**config.mk**
```make
export PLATFORM = sky130hd
export DESIGN_NAME = hci_core_mem_responder_flat
export DESIGN_NICKNAME = d
export VERILOG_FILES = /design/src/rtl/hci_core_mem_responder_if.sv /design/src/rtl/hci_core_mem_responder.sv /design/src/flat_wrapper.sv
export SDC_FILE = /design/constraint.sdc
export NUM_CORES = 1
export LEC_CHECK = 0
export CAP_MARGIN = 30
export CORE_ASPECT_RATIO = 0.75
export CORE_MARGIN = 2
export CORE_UTILIZATION = 30
export CTS_CLUSTER_SIZE = 28
export DETAILED_ROUTE_END_ITERATION = 6
export PLACE_DENSITY = 0.77
export SKIP_LAST_GASP = 1
export SLEW_MARGIN = 20
export SYNTH_ARGS = -nofsm -noshare
export SYNTH_HDL_FRONTEND = slang
export SYNTH_SLANG_ARGS = --single-unit
```
**constraint.sdc**
```tcl
create_clock -name clk_i -period 2.85 [get_ports clk_i]
set_input_delay 0.855 -clock clk_i [delete_from_list [all_inputs] [get_ports clk_i]]
set_output_delay 0.855 -clock clk_i [all_outputs]
set_load 0.05 [all_outputs]
```
**src/rtl/hci_core_mem_responder_if.sv**
```systemverilog
// Shared HCI defaults and the HCI-Core handshake bundle used by the responder.

package hci_package;
  parameter int unsigned DEFAULT_DW = 32;
  parameter int unsigned DEFAULT_BW = 8;
  parameter int unsigned DEFAULT_AW = 32;
endpackage

interface hci_core_intf #(
  parameter int unsigned DW = hci_package::DEFAULT_DW,
  parameter int unsigned BW = hci_package::DEFAULT_BW,
  parameter int unsigned AW = hci_package::DEFAULT_AW,
  parameter int unsigned UW = 1
) ();
  logic             req;
  logic             gnt;
  logic [AW-1:0]    add;
  logic             wen;
  logic [DW-1:0]    data;
  logic [DW/BW-1:0] be;
  logic [UW-1:0]    user;
  logic [DW-1:0]    r_data;
  logic [UW-1:0]    r_user;
  logic             r_valid;
  logic             lrdy;

  modport initiator (
    output req, add, wen, data, be, user, lrdy,
    input  gnt, r_data, r_user, r_valid
  );

  modport target (
    input  req, add, wen, data, be, user, lrdy,
    output gnt, r_data, r_user, r_valid
  );
endinterface

```
**src/rtl/hci_core_mem_responder.sv**
```systemverilog
// HCI-Core target that bridges onto a 1-cycle-latency SRAM port.
// Every grant yields one in-order response. A one-cycle stage tracks the
// access in flight, and a small fall-through FIFO parks responses the
// initiator is not ready to take. Grants are credit-limited so the FIFO
// can never overflow.

module hci_core_mem_responder #(
  parameter int unsigned DW         = hci_package::DEFAULT_DW,
  parameter int unsigned BW         = hci_package::DEFAULT_BW,
  parameter int unsigned AW         = hci_package::DEFAULT_AW,
  parameter int unsigned UW         = 1,
  parameter int unsigned MEM_AW     = 10,
  parameter int unsigned RESP_DEPTH = 2
) (
  input  logic                            clk_i,
  input  logic                            rst_i,
  input  logic                            clear_i,
  hci_core_intf.target                    tcdm_target,
  output logic                            mem_req_o,
  output logic                            mem_we_o,
  output logic [MEM_AW-1:0]               mem_addr_o,
  output logic [DW-1:0]                   mem_wdata_o,
  output logic [DW/BW-1:0]                mem_be_o,
  input  logic [DW-1:0]                   mem_rdata_i,
  output logic [$clog2(RESP_DEPTH+1)-1:0] outstanding_o,
  output logic                            empty_o
);

  localparam int unsigned BEW = DW / BW;
  localparam int unsigned OFF = $clog2(BEW);
  localparam int unsigned CW  = $clog2(RESP_DEPTH + 1);
  localparam int unsigned PW  = (RESP_DEPTH > 1) ? $clog2(RESP_DEPTH) : 1;

  localparam logic [CW-1:0] DEPTH_C = CW'(RESP_DEPTH);
  localparam logic [PW-1:0] LAST_C  = PW'(RESP_DEPTH - 1);

  typedef struct packed {
    logic [DW-1:0] data;
    logic [UW-1:0] user;
  } resp_t;

  // Request side: credit-limited grant, memory port driven straight through
  logic [AW-1:0] add;
  logic          gnt;
  logic          unused_add;
  logic [CW-1:0] outstanding_q;

  assign add         = tcdm_target.add;
  assign gnt         = tcdm_target.req & (outstanding_q < DEPTH_C) & ~clear_i;
  assign mem_req_o   = tcdm_target.req & gnt;
  assign mem_we_o    = ~tcdm_target.wen;
  assign mem_addr_o  = add[OFF +: MEM_AW];
  assign mem_wdata_o = tcdm_target.data;
  assign mem_be_o    = tcdm_target.be;
  // Byte-offset and above-memory address bits carry no information here.
  assign unused_add  = ^add;

  assign tcdm_target.gnt = gnt;

  // Response stage: remembers kind and user tag of the access in flight
  logic          stage_valid_q;
  logic          stage_is_read_q;
  logic [UW-1:0] stage_user_q;
  resp_t         stage_resp;

  // Register one stage entry per grant; clear and reset drop it
  always_ff @(posedge clk_i) begin
    // NOTE: sequential state uses <= so every flop samples pre-edge values.
    if (rst_i || clear_i) begin
      stage_valid_q   <= 1'b0;
      stage_is_read_q <= 1'b0;
      stage_user_q    <= '0;
    end else begin
      stage_valid_q <= gnt;
      if (gnt) begin
        stage_is_read_q <= tcdm_target.wen;
        stage_user_q    <= tcdm_target.user;
      end
    end
  end

  // Read data is only valid in the stage cycle; writes answer with zero.
  assign stage_resp.data = (stage_valid_q && stage_is_read_q) ? mem_rdata_i : '0;
  assign stage_resp.user = stage_valid_q ? stage_user_q : '0;

  // Fall-through response FIFO
  resp_t         fifo_mem [RESP_DEPTH];
  logic [PW-1:0] wr_ptr_q;
  logic [PW-1:0] rd_ptr_q;
  logic [CW-1:0] fifo_cnt_q;
  logic          fifo_empty;
  logic          fifo_full;
  logic          fifo_push;
  logic          fifo_pop;
  logic          r_valid;
  resp_t         r_resp;

  function automatic logic [PW-1:0] ptr_inc(input logic [PW-1:0] p);
    return (p == LAST_C) ? '0 : p + 1'b1;
  endfunction

  assign fifo_empty = (fifo_cnt_q == '0);
  assign fifo_full  = (fifo_cnt_q == DEPTH_C);

  // Oldest response wins: FIFO head if anything is parked, else the stage
  always_comb begin
    // NOTE: defaults first so no path leaves an output unassigned (no latch).
    r_valid = 1'b0;
    r_resp  = '0;
    if (!fifo_empty) begin
      r_valid = 1'b1;
      r_resp  = fifo_mem[rd_ptr_q];
    end else if (stage_valid_q) begin
      r_valid = 1'b1;
      r_resp  = stage_resp;
    end
  end

  // A stage response is parked unless it went straight out this cycle.
  assign fifo_pop  = ~fifo_empty & tcdm_target.lrdy;
  assign fifo_push = stage_valid_q & ~(fifo_empty & tcdm_target.lrdy);

  // FIFO payload storage
  always_ff @(posedge clk_i) begin
    // NOTE: storage is not reset; pointers and count gate every read of it.
    if (fifo_push) begin
      fifo_mem[wr_ptr_q] <= stage_resp;
    end
  end

  // FIFO pointers and occupancy
  always_ff @(posedge clk_i) begin
    if (rst_i || clear_i) begin
      wr_ptr_q   <= '0;
      rd_ptr_q   <= '0;
      fifo_cnt_q <= '0;
    end else begin
      if (fifo_push) wr_ptr_q <= ptr_inc(wr_ptr_q);
      if (fifo_pop)  rd_ptr_q <= ptr_inc(rd_ptr_q);
      case ({fifo_push, fifo_pop})
        2'b10:   fifo_cnt_q <= fifo_cnt_q + 1'b1;
        2'b01:   fifo_cnt_q <= fifo_cnt_q - 1'b1;
        default: fifo_cnt_q <= fifo_cnt_q;
      endcase
    end
  end

  // Credit counter: +1 per grant, -1 per accepted response
  logic consumed;
  assign consumed = r_valid & tcdm_target.lrdy;

  always_ff @(posedge clk_i) begin
    if (rst_i || clear_i) begin
      outstanding_q <= '0;
    end else begin
      case ({gnt, consumed})
        2'b10:   outstanding_q <= outstanding_q + 1'b1;
        2'b01:   outstanding_q <= outstanding_q - 1'b1;
        default: outstanding_q <= outstanding_q;
      endcase
    end
  end

  assign tcdm_target.r_valid = r_valid;
  assign tcdm_target.r_data  = r_resp.data;
  assign tcdm_target.r_user  = r_resp.user;
  assign outstanding_o       = outstanding_q;
  assign empty_o             = (outstanding_q == '0);

  // The credit limit makes a push into a full FIFO unreachable.
  fifo_no_overflow_a: assert property (
    @(posedge clk_i) disable iff (rst_i) !(fifo_push && fifo_full)
  );

endmodule

```
**src/flat_wrapper.sv**
```systemverilog
// flat-port wrapper written by rule: the top's interface ports become plain ports
module hci_core_mem_responder_flat 
#(
  parameter int unsigned DW         = hci_package::DEFAULT_DW,
  parameter int unsigned BW         = hci_package::DEFAULT_BW,
  parameter int unsigned AW         = hci_package::DEFAULT_AW,
  parameter int unsigned UW         = 1,
  parameter int unsigned MEM_AW     = 10,
  parameter int unsigned RESP_DEPTH = 2
)
  (clk_i, rst_i, clear_i, mem_req_o, mem_we_o, mem_addr_o, mem_wdata_o, mem_be_o, mem_rdata_i, outstanding_o, empty_o, tcdm_target_req, tcdm_target_add, tcdm_target_wen, tcdm_target_data, tcdm_target_be, tcdm_target_user, tcdm_target_lrdy, tcdm_target_gnt, tcdm_target_r_data, tcdm_target_r_user, tcdm_target_r_valid);
  hci_core_intf #(.DW(DW), .BW(BW), .AW(AW), .UW(UW)) tcdm_target_i ();
  input  logic clk_i;
  input  logic rst_i;
  input  logic clear_i;
  output logic mem_req_o;
  output logic mem_we_o;
  output logic [MEM_AW-1:0] mem_addr_o;
  output logic [DW-1:0] mem_wdata_o;
  output logic [DW/BW-1:0] mem_be_o;
  input  logic [DW-1:0] mem_rdata_i;
  output logic [$clog2(RESP_DEPTH+1)-1:0] outstanding_o;
  output logic empty_o;
  input wire logic [$bits(tcdm_target_i.req)-1:0] tcdm_target_req;
  input wire logic [$bits(tcdm_target_i.add)-1:0] tcdm_target_add;
  input wire logic [$bits(tcdm_target_i.wen)-1:0] tcdm_target_wen;
  input wire logic [$bits(tcdm_target_i.data)-1:0] tcdm_target_data;
  input wire logic [$bits(tcdm_target_i.be)-1:0] tcdm_target_be;
  input wire logic [$bits(tcdm_target_i.user)-1:0] tcdm_target_user;
  input wire logic [$bits(tcdm_target_i.lrdy)-1:0] tcdm_target_lrdy;
  output wire logic [$bits(tcdm_target_i.gnt)-1:0] tcdm_target_gnt;
  output wire logic [$bits(tcdm_target_i.r_data)-1:0] tcdm_target_r_data;
  output wire logic [$bits(tcdm_target_i.r_user)-1:0] tcdm_target_r_user;
  output wire logic [$bits(tcdm_target_i.r_valid)-1:0] tcdm_target_r_valid;
  assign tcdm_target_i.req = tcdm_target_req;
  assign tcdm_target_i.add = tcdm_target_add;
  assign tcdm_target_i.wen = tcdm_target_wen;
  assign tcdm_target_i.data = tcdm_target_data;
  assign tcdm_target_i.be = tcdm_target_be;
  assign tcdm_target_i.user = tcdm_target_user;
  assign tcdm_target_i.lrdy = tcdm_target_lrdy;
  assign tcdm_target_gnt = tcdm_target_i.gnt;
  assign tcdm_target_r_data = tcdm_target_i.r_data;
  assign tcdm_target_r_user = tcdm_target_i.r_user;
  assign tcdm_target_r_valid = tcdm_target_i.r_valid;
  hci_core_mem_responder #(.DW(DW), .BW(BW), .AW(AW), .UW(UW), .MEM_AW(MEM_AW), .RESP_DEPTH(RESP_DEPTH)) u_core (.clk_i(clk_i), .rst_i(rst_i), .clear_i(clear_i), .tcdm_target(tcdm_target_i), .mem_req_o(mem_req_o), .mem_we_o(mem_we_o), .mem_addr_o(mem_addr_o), .mem_wdata_o(mem_wdata_o), .mem_be_o(mem_be_o), .mem_rdata_i(mem_rdata_i), .outstanding_o(outstanding_o), .empty_o(empty_o));
endmodule
```
# Word-level counts from Yosys, hierarchy flattened
# Memory sizes are Yosys's and may differ from the RTL's. A register that Yosys moved wholly into a read port is not among the register bits.
# Index checks and enable logic that the tools add are counted.
# word_totals
ff_bits	9
ram_bits	66
input_bits	107
output_inout_bits	86
wordCells	50
n_memories	1
# memory_table
memory	words	word_bits	read_ports	rd_clocked_by_memory_dff	wr	line	rtl
u_core.fifo_mem	2	33	1	1	1	hci_core_mem_responder.sv:87	resp_t fifo_mem [RESP_DEPTH];
# classes
add_sub_neg	6
n_lt_le_gt_ge	1
n_eq_ne	4
muxes	14
bitwise_logic	11
n_reduce_logical	6
# op_table
operator	n
2-to-1 mux 33 bit	2
2-to-1 mux 32 bit	1
2-to-1 mux 1 bit	9
one-hot mux 2 bit (2 select lines)	2
AND 1 bit	7
adder 2 x 1 -> 2 bit, second input constant	2
== test 2 x 1 -> 1 bit, second input constant	2
== test 2 bit, second input constant	2
zero test 2 bit	2
NOT 1 bit	4
nonzero test 2 bit	2
subtractor 2 x 1 -> 2 bit, second input constant	2
adder 1 bit, second input constant	2
< comparator 2 bit, second input constant	1
logical AND 1 bit	1
logical OR 1 bit	1

# Longest topological paths before layout
# logic_depth
word_depth	6
mapped_depth	7
ltp_nobuf	6

# Least setup slack after synthesis
# OpenSTA, ideal clock, no wires.
# synth_timing
kind	input to register
from	input tcdm_target_lrdy
to	memory u_core.fifo_mem[0][0] (netlist bit) (enable)
setup_time_ns	0.423
t_arrival_ns	2.465
required_time_ns	2.427
slack_ns	-0.038
path_stages	2
cell_sequence	a21bo_1 > nor2_1
# synth_via
elab_chain_cells	5
# synth_rtl
element	line	rtl
start: declaration	flat_wrapper.sv:30	input wire logic [$bits(tcdm_target_i.lrdy)-1:0] tcdm_target_lrdy;
AND 1 bit	hci_core_mem_responder.sv:121	assign fifo_push = stage_valid_q & ~(fifo_empty & tcdm_target.lrdy);
NOT 1 bit	hci_core_mem_responder.sv:121	
AND 1 bit	hci_core_mem_responder.sv:121	
2-to-1 mux 1 bit	hci_core_mem_responder.sv:126	if (fifo_push) begin
2-to-1 mux 1 bit (not written as such)	hci_core_mem_responder.sv:127	fifo_mem[wr_ptr_q] <= stage_resp;
end: declaration	hci_core_mem_responder.sv:87	
# Every way passes these cells.

# Worst setup path in the final report
# layout_timing
from	input tcdm_target_req
to	output mem_req_o
# layout_via
elab_chain_cells	3
# layout_rtl
element	line	rtl
start: declaration	flat_wrapper.sv:24	input wire logic [$bits(tcdm_target_i.req)-1:0] tcdm_target_req;
AND 1 bit (2 in a row)	hci_core_mem_responder.sv:49	assign gnt = tcdm_target.req & (outstanding_q < DEPTH_C) & ~clear_i;
AND 1 bit *	hci_core_mem_responder.sv:50	assign mem_req_o = tcdm_target.req & gnt;
end: declaration	flat_wrapper.sv:16	output logic mem_req_o;
# Mark *: on every way between the ends. The rest lies on a longest branch, timed or not.

==> results.yml <==
worst_setup_path:
  cp-start-kind: "input pin"
  crit_fanout: 3
  rr_startpoint: "u_core.stage_valid_q$_SDFF_PP0_"
  worstPathRequired_ns: 2.00
  reg2reg_setup_slack_ns: 0.70
  worstReg2RegEnd: "u_core.outstanding_o[1]$_SDFFE_PP0P_"
  critical_path_arrival_ns: 1.95
  worstSetupPathType: "input pin to primary output"
  crit_path_end_kind: "primary output"
  r2r_cells: 6
power:
  power_per_cell_area_nw_per_um2: 545
  irDropWorstVdd_v: 0.000342
  p_leak_nw: 1.92
  total_power_mw: 2.81
timing:
  min_period_over_period: 0.985
  rsz0062_at_grt: "yes"
  drv_slew: 0
  finalCriticalPeriod_ns: 2.81
  setup_viol: 0
  fmax_mhz: 356
  finalHoldViolCount: 0
  relSlewSlack: 0.667
  clock_skew_ns: 0.00272
  worst_slew_pin_slew_ns: 0.499
route:
  vias: 2355
  antenna_left: 0
  wl_per_cell_um: 14.3
  wirelength_mm: 7.49
  viasPerCell: 4.49
  drc: 0
  drtIter0Drc: 72
  dr.pass1.iters: 4
min_path:
  hp-class: "flop to flop"
  whs_endpoint: "u_core.stage_user_q$_SDFFE_PP0P_"
  holdPathStages: 2
  hold_start: "u_core.stage_user_q$_SDFFE_PP0P_"
synthesis:
  synthDistinctLibCells: 24
  synth_area_um2: 3700
  synth_common_cells: "edfxtp_1 (66), buf_4 (49), nand2_1 (39)"
  synth_warnings: 0
  yosysSeqAreaShare: 0.590
  synthTopCellsByArea: "edfxtp_1 (54%), buf_4 (10%), mux2i_1 (9.2%), and3_1 (5.4%), dfxtp_1 (5.4%)"
  synth_top_area_cell: "edfxtp_1"
  syn_inst: 316
  yosysMostFrequentCell: "edfxtp_1"
  syn_nets: 425
  async_flop_share: 0
  netlist.area_leader.share: 0.536
  syn_area_per_cell_um2: 11.7
  synth_edf_count: 66
  synthFlopType: "edfxtp_1"
  synth-seq-cells: 76
layout:
  nets: 463
  drive_gt1_frac: 0.212
  stdcell_count: 525
  fin_area_um2: 5150
  fillCellCount: 1111
  area_growth_pct: 39.3
  num_antenna_cells: 0
clock_tree:
  post-cts-setup-buffers: 0
  hold_buffers: 0
  cts.reportedPaths.clkPinSlew_ns: 0.06
  cts_tree: "yes"
  cts_num_sinks: 76
  cts_buffer_depth: 2
  cts_resized: 3
  ctsHtreeMaxLevel: 3
  clockRootBuffer: "clkbuf_16"
  cts_buffers: 9
  clk_latency_ns: 0.33
floorplan:
  start_util: 0.305
  die_x_um: 132
  die_y_um: 100
  pin_count: 193
  std_cell_rows: 35
  core-area_um2: 12100
  dieArea_um2: 13200
place:
  hpwl_mm: 5.32
  placedInstanceArea_um2: 4780
  gp_congestion: 0.773
  io_buffers: 78
  dp_cells: 509
global_route:
  gr-usage-met3: 0.0455
  grt.overflow.total: 0
  grt_max_degree: 35
  grt_busiest_layer: "met2"
  antenna_found_initial: 0
  grt_pass1_vias: 2425
  gr-usage-all-layers: 0.118
  grt_pass1_wl_mm: 12.2
  grt_util_met1: 0.133
  met2_usage: 0.204
run_status:
  run_status: "finished, final reports clean"
run:
  drv_cap: 0
-- layer usage --
layer,routed length (µm),part of all wire,vias up
li1,-,-,1140
met1,3130,0.42,1110
met2,3690,0.49,82
met3,500,0.067,23
met4,161,0.022,0
met5,0,0,-
-- cell usage in the layout (no fill, tap or decap), types with 2 or more instances in the layout --
cell	count
clkdlybuf4s50_1	41
edfxtp_1	66
nand2_1	39
inv_1	4
and2_1	2
buf_4	11
and3_1	32
a21oi_1	4
xnor2_1	2
o21ai_1	3
nor2_1	7
nor2_4	3
xor2_1	3
mux2i_1	34
dfxtp_1	8
or3_1	2
dfxtp_2	2
buf_12	40
ha_1	2
clkbuf_16	9
bufinv_16	4
o21ai_0	32
-- metrics by stage --
step           setup slack (ns)   util    TNS, ns  hold slack (ns)
2_1_floorplan           -0.0378      -      -2.50            0.432
3_3_place_gp            -0.0144  0.394    -0.0152            0.448
3_5_place_dp            -0.0346  0.394    -0.0393            0.448
4_1_cts                  0.0336  0.424          0            0.456
5_1_grt               -0.000571  0.425  -0.000571            0.476
6_report                 0.0418  0.425          0            0.451
-- how the worst max path moves through the flow --
stage	startpoint	endpoint	slack, ns	cells after the start
floorplan	tcdm_target_lrdy	u_core.fifo_mem[0][0]$_DFFE_PP_	-0.04	2
global placement	mem_rdata_i[22]	tcdm_target_r_data[22]	-0.01	5
detailed placement	mem_rdata_i[22]	tcdm_target_r_data[22]	-0.03	5
CTS	tcdm_target_req	mem_req_o	0.03	4
global route	mem_rdata_i[3]	tcdm_target_r_data[3]	-0.0006	5
finish	tcdm_target_req	mem_req_o	0.04	4
-- critical path, stage by stage --
cell and delay, ns:
clkdlybuf4s50_1 0.45, or3b_4 0.40, inv_1 0.11, buf_12 0.14
-- logic make-up after synthesis --
| kind of cell | after synthesis | synth area share |
|---|---|---|
| AOI/OAI and AO/OA | 41 | 0.0569 |
| xor gates and xnor gates | 5 | 0.0119 |
| adders and majority gates | 2 | 0.00677 |
| buffers and inverters | 70 | 0.125 |
| DFF | 76 | 0.590 |
| muxes | 34 | 0.0921 |
| and+or+nand+nor | 88 | 0.117 |
-- flip-flops by register name, summed over array words and instances (netlist names), named ones only --
| name | count |
|---|---|
| u_core.fifo_cnt_q | 2 |
| u_core.fifo_mem | 66 |
| u_core.outstanding_o | 2 |
| u_core.rd_ptr_q | 1 |
| u_core.stage_is_read_q | 1 |
| u_core.stage_user_q | 1 |
| u_core.stage_valid_q | 1 |
| u_core.wr_ptr_q | 1 |
-- power breakdown --
| part | total (mW) | internal (mW) | switching [mW] | leakage [nW] |
|---|---|---|---|---|
| Combinational | 0.232 | 0.121 | 0.111 | 1.03 |
| Clock | 1.36 | 0.945 | 0.412 | 0.173 |
| Sequential | 1.22 | 1.21 | 0.00794 | 0.711 |
| Total | 2.81 | 2.28 | 0.531 | 1.92 |
-- final cells by class --
type / instances / area, µm² / share of cell area
Multi-Input combinational cell: 170 / 1080 / 0.210
Clock buffer: 10 / 229 / 0.0445
Sequential cell: 76 / 2180 / 0.424
Tap cell: 166 / 208 / 0.0403
Clock inverter: 6 / 136 / 0.0265
Inverter: 5 / 18.8 / 0.00364
Timing Repair Buffer: 92 / 1290 / 0.251
Power figures use the tool's default switching activity.
